**src/rtl/stage_if_if.sv**
```systemverilog
// Fetch-stage bus: instruction-memory port, decode-side outputs and the
// stall/redirect controls coming back from downstream.
interface stage_if_if #(
  parameter int unsigned pc_width   = 9,
  parameter int unsigned inst_width = 32
);
  logic                  stall;
  logic                  branch_taken;
  logic [pc_width-1:0]   branch_target;
  logic                  jump;
  logic [pc_width-1:0]   jump_target;
  logic [pc_width-1:0]   imem_addr;
  logic [inst_width-1:0] imem_rdata;
  logic [inst_width-1:0] inst;
  logic [pc_width-1:0]   pc_out;
  logic                  inst_valid;

  modport master (
    input  stall, branch_taken, branch_target, jump, jump_target, imem_rdata,
    output imem_addr, inst, pc_out, inst_valid
  );

  modport slave (
    output stall, branch_taken, branch_target, jump, jump_target, imem_rdata,
    input  imem_addr, inst, pc_out, inst_valid
  );
endinterface

```
**src/rtl/stage_if.sv**
```systemverilog
// Instruction-fetch stage: owns the PC, drives a 1-cycle-latency instruction
// memory and hands inst/pc_out/inst_valid to decode with stall hold and redirect squash.
//
// state | meaning
// BOOT  | no usable fetch in flight (after reset or redirect); outputs a bubble
// RUN   | imem_rdata is the instruction at fetch_pc_q; passed straight through
// HOLD  | downstream stalled; outputs replayed from the hold registers
module stage_if #(
  parameter int unsigned           pc_width   = 9,
  parameter int unsigned           inst_width = 32,
  parameter logic [pc_width-1:0]   reset_pc   = '0,
  parameter logic [inst_width-1:0] nop_inst   = '0
) (
  input logic        clk,
  input logic        reset,
  stage_if_if.master bus
);
  typedef enum logic [1:0] {BOOT, RUN, HOLD} state_t;

  state_t                state, state_nxt;
  logic [pc_width-1:0]   pc_q, pc_nxt;
  logic [pc_width-1:0]   fetch_pc_q, fetch_pc_nxt;
  logic [pc_width-1:0]   hold_pc_q, hold_pc_nxt;
  logic [inst_width-1:0] hold_inst_q, hold_inst_nxt;
  logic                  hold_valid_q, hold_valid_nxt;

  logic [inst_width-1:0] inst_mux;
  logic [pc_width-1:0]   pc_mux;
  logic                  valid_mux;

  logic                  redirect;
  logic [pc_width-1:0]   redirect_pc;

  // jump outranks branch when both arrive together
  assign redirect    = bus.jump | bus.branch_taken;
  assign redirect_pc = bus.jump ? bus.jump_target : bus.branch_target;

  always_comb begin
    inst_mux  = nop_inst;
    pc_mux    = fetch_pc_q;
    valid_mux = 1'b0;
    unique case (state)
      RUN: begin
        inst_mux  = bus.imem_rdata;
        valid_mux = 1'b1;
      end
      HOLD: begin
        inst_mux  = hold_inst_q;
        pc_mux    = hold_pc_q;
        valid_mux = hold_valid_q;
      end
      default: ;
    endcase
  end

  assign bus.imem_addr  = pc_q;
  assign bus.inst       = inst_mux;
  assign bus.pc_out     = pc_mux;
  assign bus.inst_valid = valid_mux;

  always_comb begin
    state_nxt      = state;
    pc_nxt         = pc_q;
    fetch_pc_nxt   = fetch_pc_q;
    hold_inst_nxt  = hold_inst_q;
    hold_pc_nxt    = hold_pc_q;
    hold_valid_nxt = hold_valid_q;
    if (redirect) begin
      // redirect beats stall; the fetch already in flight is squashed via BOOT
      pc_nxt         = redirect_pc;
      state_nxt      = BOOT;
      hold_inst_nxt  = '0;
      hold_pc_nxt    = '0;
      hold_valid_nxt = 1'b0;
    end else if (bus.stall) begin
      if (state == RUN) begin
        hold_inst_nxt  = inst_mux;
        hold_pc_nxt    = pc_mux;
        hold_valid_nxt = valid_mux;
        state_nxt      = HOLD;
      end
    end else begin
      // in HOLD the replayed output is consumed this cycle; memory already
      // re-reads pc_q, so advancing here neither skips nor repeats
      pc_nxt       = pc_q + 1'b1;
      fetch_pc_nxt = pc_q;
      state_nxt    = RUN;
    end
  end

  always_ff @(posedge clk) begin
    if (reset) begin
      state        <= BOOT;
      pc_q         <= reset_pc;
      fetch_pc_q   <= '0;
      hold_inst_q  <= '0;
      hold_pc_q    <= '0;
      hold_valid_q <= 1'b0;
    end else begin
      state        <= state_nxt;
      pc_q         <= pc_nxt;
      fetch_pc_q   <= fetch_pc_nxt;
      hold_inst_q  <= hold_inst_nxt;
      hold_pc_q    <= hold_pc_nxt;
      hold_valid_q <= hold_valid_nxt;
    end
  end
endmodule
```
**src/flat_wrapper.sv**
```systemverilog
// flat-port wrapper written by rule: the top's interface ports become plain ports
module stage_if_flat 
#(
  parameter int unsigned           pc_width   = 9,
  parameter int unsigned           inst_width = 32,
  parameter logic [pc_width-1:0]   reset_pc   = '0,
  parameter logic [inst_width-1:0] nop_inst   = '0
)
  (clk, reset, bus_stall, bus_branch_taken, bus_branch_target, bus_jump, bus_jump_target, bus_imem_rdata, bus_imem_addr, bus_inst, bus_pc_out, bus_inst_valid);
  stage_if_if #(.pc_width(pc_width), .inst_width(inst_width)) bus_i ();
  input logic clk;
  input logic reset;
  input wire logic [$bits(bus_i.stall)-1:0] bus_stall;
  input wire logic [$bits(bus_i.branch_taken)-1:0] bus_branch_taken;
  input wire logic [$bits(bus_i.branch_target)-1:0] bus_branch_target;
  input wire logic [$bits(bus_i.jump)-1:0] bus_jump;
  input wire logic [$bits(bus_i.jump_target)-1:0] bus_jump_target;
  input wire logic [$bits(bus_i.imem_rdata)-1:0] bus_imem_rdata;
  output wire logic [$bits(bus_i.imem_addr)-1:0] bus_imem_addr;
  output wire logic [$bits(bus_i.inst)-1:0] bus_inst;
  output wire logic [$bits(bus_i.pc_out)-1:0] bus_pc_out;
  output wire logic [$bits(bus_i.inst_valid)-1:0] bus_inst_valid;
  assign bus_i.stall = bus_stall;
  assign bus_i.branch_taken = bus_branch_taken;
  assign bus_i.branch_target = bus_branch_target;
  assign bus_i.jump = bus_jump;
  assign bus_i.jump_target = bus_jump_target;
  assign bus_i.imem_rdata = bus_imem_rdata;
  assign bus_imem_addr = bus_i.imem_addr;
  assign bus_inst = bus_i.inst;
  assign bus_pc_out = bus_i.pc_out;
  assign bus_inst_valid = bus_i.inst_valid;
  stage_if #(.pc_width(pc_width), .inst_width(inst_width), .reset_pc(reset_pc), .nop_inst(nop_inst)) u_core (.clk(clk), .reset(reset), .bus(bus_i));
endmodule
```
**config.mk**
```make
export PLATFORM = sky130hd
export DESIGN_NAME = stage_if_flat
export DESIGN_NICKNAME = d
export VERILOG_FILES = /design/src/rtl/stage_if_if.sv /design/src/rtl/stage_if.sv /design/src/flat_wrapper.sv
export SDC_FILE = /design/constraint.sdc
export NUM_CORES = 1
export LEC_CHECK = 0
export BUFFER_PORTS_ARGS = -buffer_cell sky130_fd_sc_hd__buf_2
export CAP_MARGIN = 30
export CORE_MARGIN = 1
export CORE_UTILIZATION = 50
export CTS_CLUSTER_DIAMETER = 60
export CTS_CLUSTER_SIZE = 16
export DETAILED_ROUTE_END_ITERATION = 10
export PLACE_DENSITY = 0.8
export SLEW_MARGIN = 20
export SYNTH_ARGS = -nofsm -noshare
export SYNTH_HDL_FRONTEND = slang
export SYNTH_SLANG_ARGS = --single-unit
```
**constraint.sdc**
```tcl
create_clock -name clk -period 1.79 [get_ports clk]
set_clock_uncertainty 0.1 [all_clocks]
set_input_delay 0.0895 -clock clk [delete_from_list [all_inputs] [get_ports clk]]
set_output_delay 0.0895 -clock clk [all_outputs]
set_load 0.02 [all_outputs]
```
=== Word-level counts from Yosys, hierarchy flattened ===
Cells that the tools add are included.

* Flip-flop bits (word level): 62
* Bits in latches: 0
* Memory bits (writable): 0
* Memory bits (read-only): 0
* Bits of input ports: 55
* Output and inout port bits: 51
* Logic and storage cells: 27
* Memories kept: 0

* Add/sub/neg operators: 1
* $mul: 0
* Divide/modulo/power cells: 0
* $lt $le $gt $ge: 0
* Equal/unequal tests: 4
* Shift-type cells: 0
* Mux-type cells: 8
* Bitwise logic cells: 3
* Reduce and logical (&&, ||, !) cells: 4

{| class="wikitable"
|+ Operators by type and width
! operator !! count
|-
| 32-bit case mux with 2 select lines || 1
|-
| 9-bit 2-to-1 mux || 4
|-
| 9-bit by 1-bit adder with 9-bit output (second input constant) || 1
|-
| 2-bit by 1-bit inequality test with 1-bit output (second input constant) || 2
|-
| 2-bit AND reduction || 2
|-
| 3-bit OR reduction || 1
|-
| 2-bit by 1-bit equality test with 1-bit output (second input constant) || 1
|-
| 2-bit equality test (second input constant) || 1
|-
| 1-bit 2-to-1 mux || 2
|-
| 1-bit NOT || 2
|-
| 1-bit case mux with 2 select lines || 1
|-
| 2-bit OR reduction || 1
|-
| 1-bit bitwise OR || 1
|}

=== Logic depth before layout (Yosys ltp) ===
* Word-level depth: 3
* Gate-level depth with buffers: 8
* Mapped depth without buffers: 6

=== Worst setup path before layout ===
OpenSTA, ideal clock, no wires.

* Path type: reg2reg
* Start point: register u_core.state[0]
* End point: register u_core.hold_inst_q[10]
* Setup time: 0.070 ns
* Data arrival time: 1.560 ns
* Data required time: 1.620 ns
* Path slack: 0.059 ns
* Stages on the path, launching flop included: 8
* Buffers on the path: 2
* Period minus slack after synthesis: 1.731 ns
* Path through: dfxtp_1 -> inv_1 -> ha_1 -> clkbuf_1 -> clkbuf_1 -> nor2_1 -> nand2_1 -> a21oi_1

* Word-level cells in the longest chain between the ends: 2
* Elaborated cells on any way between the ends: 4
* Those cells by class: 2 x eq/ne; 1 x mux; 1 x reduce/logical

{| class="wikitable"
|+ RTL lines
! item !! RTL line !! text
|-
| from (decl) || stage_if.sv:20 || <nowiki>state_t state, state_nxt;</nowiki>
|-
| from (signal assigned) || stage_if.sv:100 || <nowiki>state <= state_nxt;</nowiki>
|-
| 2-bit equality test or 2-bit by 1-bit equality test with 1-bit output (tied branches) || stage_if.sv:42 || <nowiki>unique case (state)</nowiki>
|-
| 32-bit case mux with 2 select lines (*) || stage_if.sv:42 ||
|-
| named net bus_inst[10] || flat_wrapper.sv:20 || <nowiki>output wire logic [$bits(bus_i.inst)-1:0] bus_inst;</nowiki>
|-
| to (signal assigned) || stage_if.sv:103 || <nowiki>hold_inst_q <= hold_inst_nxt;</nowiki>
|-
| to (decl) || stage_if.sv:24 || <nowiki>logic [inst_width-1:0] hold_inst_q, hold_inst_nxt;</nowiki>
|}

Mark *: on every way through the listed nets, which the timed path passes. The rest lies on a longest branch.
A chain may end at the register's enable or synchronous reset.

=== Final worst setup path ===
* Start point: register u_core.state[0]
* End point: output bus_inst[3]

* Word-level cells in the longest chain between the ends: 2
* Elaborated cells on any way between the ends: 3
* Those cells by class: 2 x eq/ne; 1 x mux

{| class="wikitable"
|+ RTL lines
! item !! RTL line
|-
| 2-bit equality test or 2-bit by 1-bit equality test with 1-bit output (tied branches) || stage_if.sv:42
|-
| 32-bit case mux with 2 select lines (*) || stage_if.sv:42
|-
| to (decl) || flat_wrapper.sv:20
|}

Every way passes the cells marked *; elsewhere a longest branch is shown, timed or not.

==> results.json <==
{
  "syn_area_um2": 3050,
  "final_util_pct": 74.8,
  "antenna_cells": 0,
  "relSlewSlack_pct": 77.5,
  "finalWirelength_mm": 9.16,
  "grt_pass1_vias": 2899,
  "internal_power_mw": 2.35,
  "yosys-top-cells-area": "dfxtp_1 (41%), nand2_1 (8.5%), nor2_1 (8.5%)",
  "grt_pass1_wl_mm": 12.8,
  "multi_input_area_um2": 1840,
  "failed_checks": "negative setup slack",
  "finalSetupViolCount": 11,
  "overflow": 0,
  "seq_area_um2": 1250,
  "powerDensity_nw_per_um2": 702,
  "drcViolationCount": 0,
  "nNetsFinal": 574,
  "path_class": "reg -> out",
  "synth-async-reset-ratio_pct": 0,
  "die_height_um": 80.2,
  "grt_start_max_net_pins": 44,
  "clock_power_share_pct": 43.0,
  "start_util_pct": 51.6,
  "leakage_nw": 1.70,
  "viasPerCell": 5.73,
  "die-area_um2": 6420,
  "syn-num-nets": 459,
  "cp-start-kind": "flop",
  "ys_seq_elements": 62,
  "ys_types": 40,
  "arrival_ps": 1670,
  "cts_tree": "yes",
  "synthCells": 400,
  "rows": 28,
  "p_sw_uw": 757,
  "ios": 106,
  "drtAntennaViolNets": 0,
  "drive_gt1_share_pct": 36.9,
  "core_area_um2": 5920,
  "rsz0062_at_grt": "yes",
  "area_growth_pct": 45.0,
  "slew_violations": 0,
  "worst_slack_ps": -65.5,
  "yosys.area.top_type": "dfxtp_1",
  "cp-end-kind": "output pin",
  "clk_pin_slew_ps": 70,
  "ir_worst_vdd_mv": 0.707,
  "worst_pin_slew_ps": 334,
  "yosysTopAreaCellShare_pct": 40.6,
  "p_sw_share_pct": 24.3,
  "nFillCells": 402,
  "synthFlopType": "dfxtp_1",
  "initialDrtViolationCount": 185,
  "worst_ep_required_time_ps": 1600,
  "ys_warn_count": 0,
  "die_w_um": 80.2,
  "place_hpwl_mm": 5.40,
  "hp-class": "in -> reg",
  "routed-via-count": 3411,
  "clockBufferDepth": 2,
  "drt_pass1_iterations": 6,
  "root_buffer": "clkbuf_8",
  "ctsHtreeMaxLevel": 3,
  "clock_latency_ps": 340,
  "wire_per_inst_um": 15.4,
  "cp_max_fo": 18,
  "cts_made_buffers": 9,
  "comb_power_share_pct": 11.2,
  "maxCapViolCount": 0,
  "synth.yosys.seq_area_share_pct": 40.6,
  "routabilityCongestion": 0.833,
  "finalCriticalPeriod_ps": 1860,
  "fin_tns_setup_ps": -182,
  "hold_viol": 0,
  "cts_sinks": 62,
  "synth_commonest_cells": "nand2_1 (69), nor2_1 (69), dfxtp_1 (62)",
  "p_seq_share_pct": 45.9,
  "antenna_found_initial": 0,
  "synth.avg_cell_area_um2": 7.64,
  "synth_edf_count": 0,
  "status": "finished with violations",
  "io_buffers": 105,
  "fin_crit_sh_pct": 104,
  "grt.total_usage_pct": 25.6,
  "max_clock_freq_mhz": 539
}
## metrics by stage
stage                     power (mW)  area (um2)  worst slack, ps  hold WS, ps  cells
final                           3.11        4430            -65.5         10.7    595
after global routing            3.21        4430             -104         39.5    595
after CTS                       3.09        4090           -0.563         11.1    587
after detailed placement        1.76        3680              262          267    563
after global placement          1.75        3680              281          221    563
after floorplan                 1.63        3050             59.3          137    400
## critical path, stage by stage (launching register included)
cell and delay, ps:
dfxtp_4 350, buf_4 140, ha_4 190, buf_12 160, a22oi_1 220, nor2_1 100
buf_4 170
## state kept, by name, summed over array words and instances, names as in the netlist
register              cells
u_core.hold_inst_q       32
u_core.state              2
u_core.fetch_pc_q         9
u_core.bus.imem_addr      9
u_core.hold_pc_q          9
u_core.hold_valid_q       1
## kinds of logic (layout without fill, tap and decap cells)
| logic type | count (synthesis) | in the layout | synth area share, % |
|---|---|---|---|
| muxes | 19 | 19 | 6.60 |
| buffers and inverters | 38 | 158 | 5.28 |
| AOI/OAI and AO/OA | 97 | 97 | 20.5 |
| and+or+nand+nor | 178 | 178 | 24.7 |
| xor gates and xnor gates | 2 | 2 | 0.574 |
| adders and majority gates | 4 | 4 | 1.64 |
| DFF | 62 | 62 | 40.6 |
## power groups by stage
stage / combinational, mW / clock (mW) / sequential, mW
final: 0.347 / 1.34 / 1.43
after global routing: 0.372 / 1.41 / 1.43
after CTS: 0.319 / 1.35 / 1.43
after detailed placement: 0.300 / 0 / 1.46
after global placement: 0.296 / 0 / 1.46
after floorplan: 0.154 / 0 / 1.47
## final cells by class
type	count	share of cell area (%)
Clock buffer	14	4.13
Clock inverter	2	0.848
Inverter	4	0.396
Multi-Input combinational cell	300	41.5
Sequential cell	62	28.2
Tap cell	75	2.12
Timing Repair Buffer	138	22.9
## path summary, 6_finish.rpt
kind,start,endpoint,slack (ps),depth (start not counted)
max reg2reg,u_core.state[0],u_core.hold_valid_q,120,7
min,bus_branch_target[0],u_core.bus.imem_addr[0],10,5
min reg2reg,u_core.hold_inst_q[22],u_core.hold_inst_q[22],360,2
max,u_core.state[0],bus_inst[3],-70,6
## layer usage
metal | GRT usage, % | vias to the layer above | share of wire (%)
met4 | 8.21 | 0 | 2.3
met2 | 44.6 | 165 | 51
li1 | - | 1625 | -
met5 | 0 | - | 0
met1 | 30.2 | 1599 | 39
met3 | 7.16 | 22 | 7.7
## layout by cell type (no fill, tap or decap), types with 3 or more instances in the layout
master and instances:
clkbuf_8 13, mux2_4 9, inv_1 3, nand3_1 3
a22oi_1 11, buf_6 9, dfxtp_1 60, nand2_1 69
buf_2 70, o31ai_1 3, nor2_1 63, buf_12 5
nor2_2 6, nor2b_1 5, nor3_1 17, a22oi_2 22
a21oi_1 43, mux2i_1 10, buf_4 47, dlygate4sd3_1 4
nand2b_1 3, o21ai_0 4
## timing repair
action	4_1_cts	5_1_grt
setup endpoints to repair	42	41
resized for setup	26	79
cloned	1	1
hold endpoints to repair	4	0
pin swaps	5	8
setup buffers	3	7
hold buffers	4	0
Power figures use the tool's default switching activity.
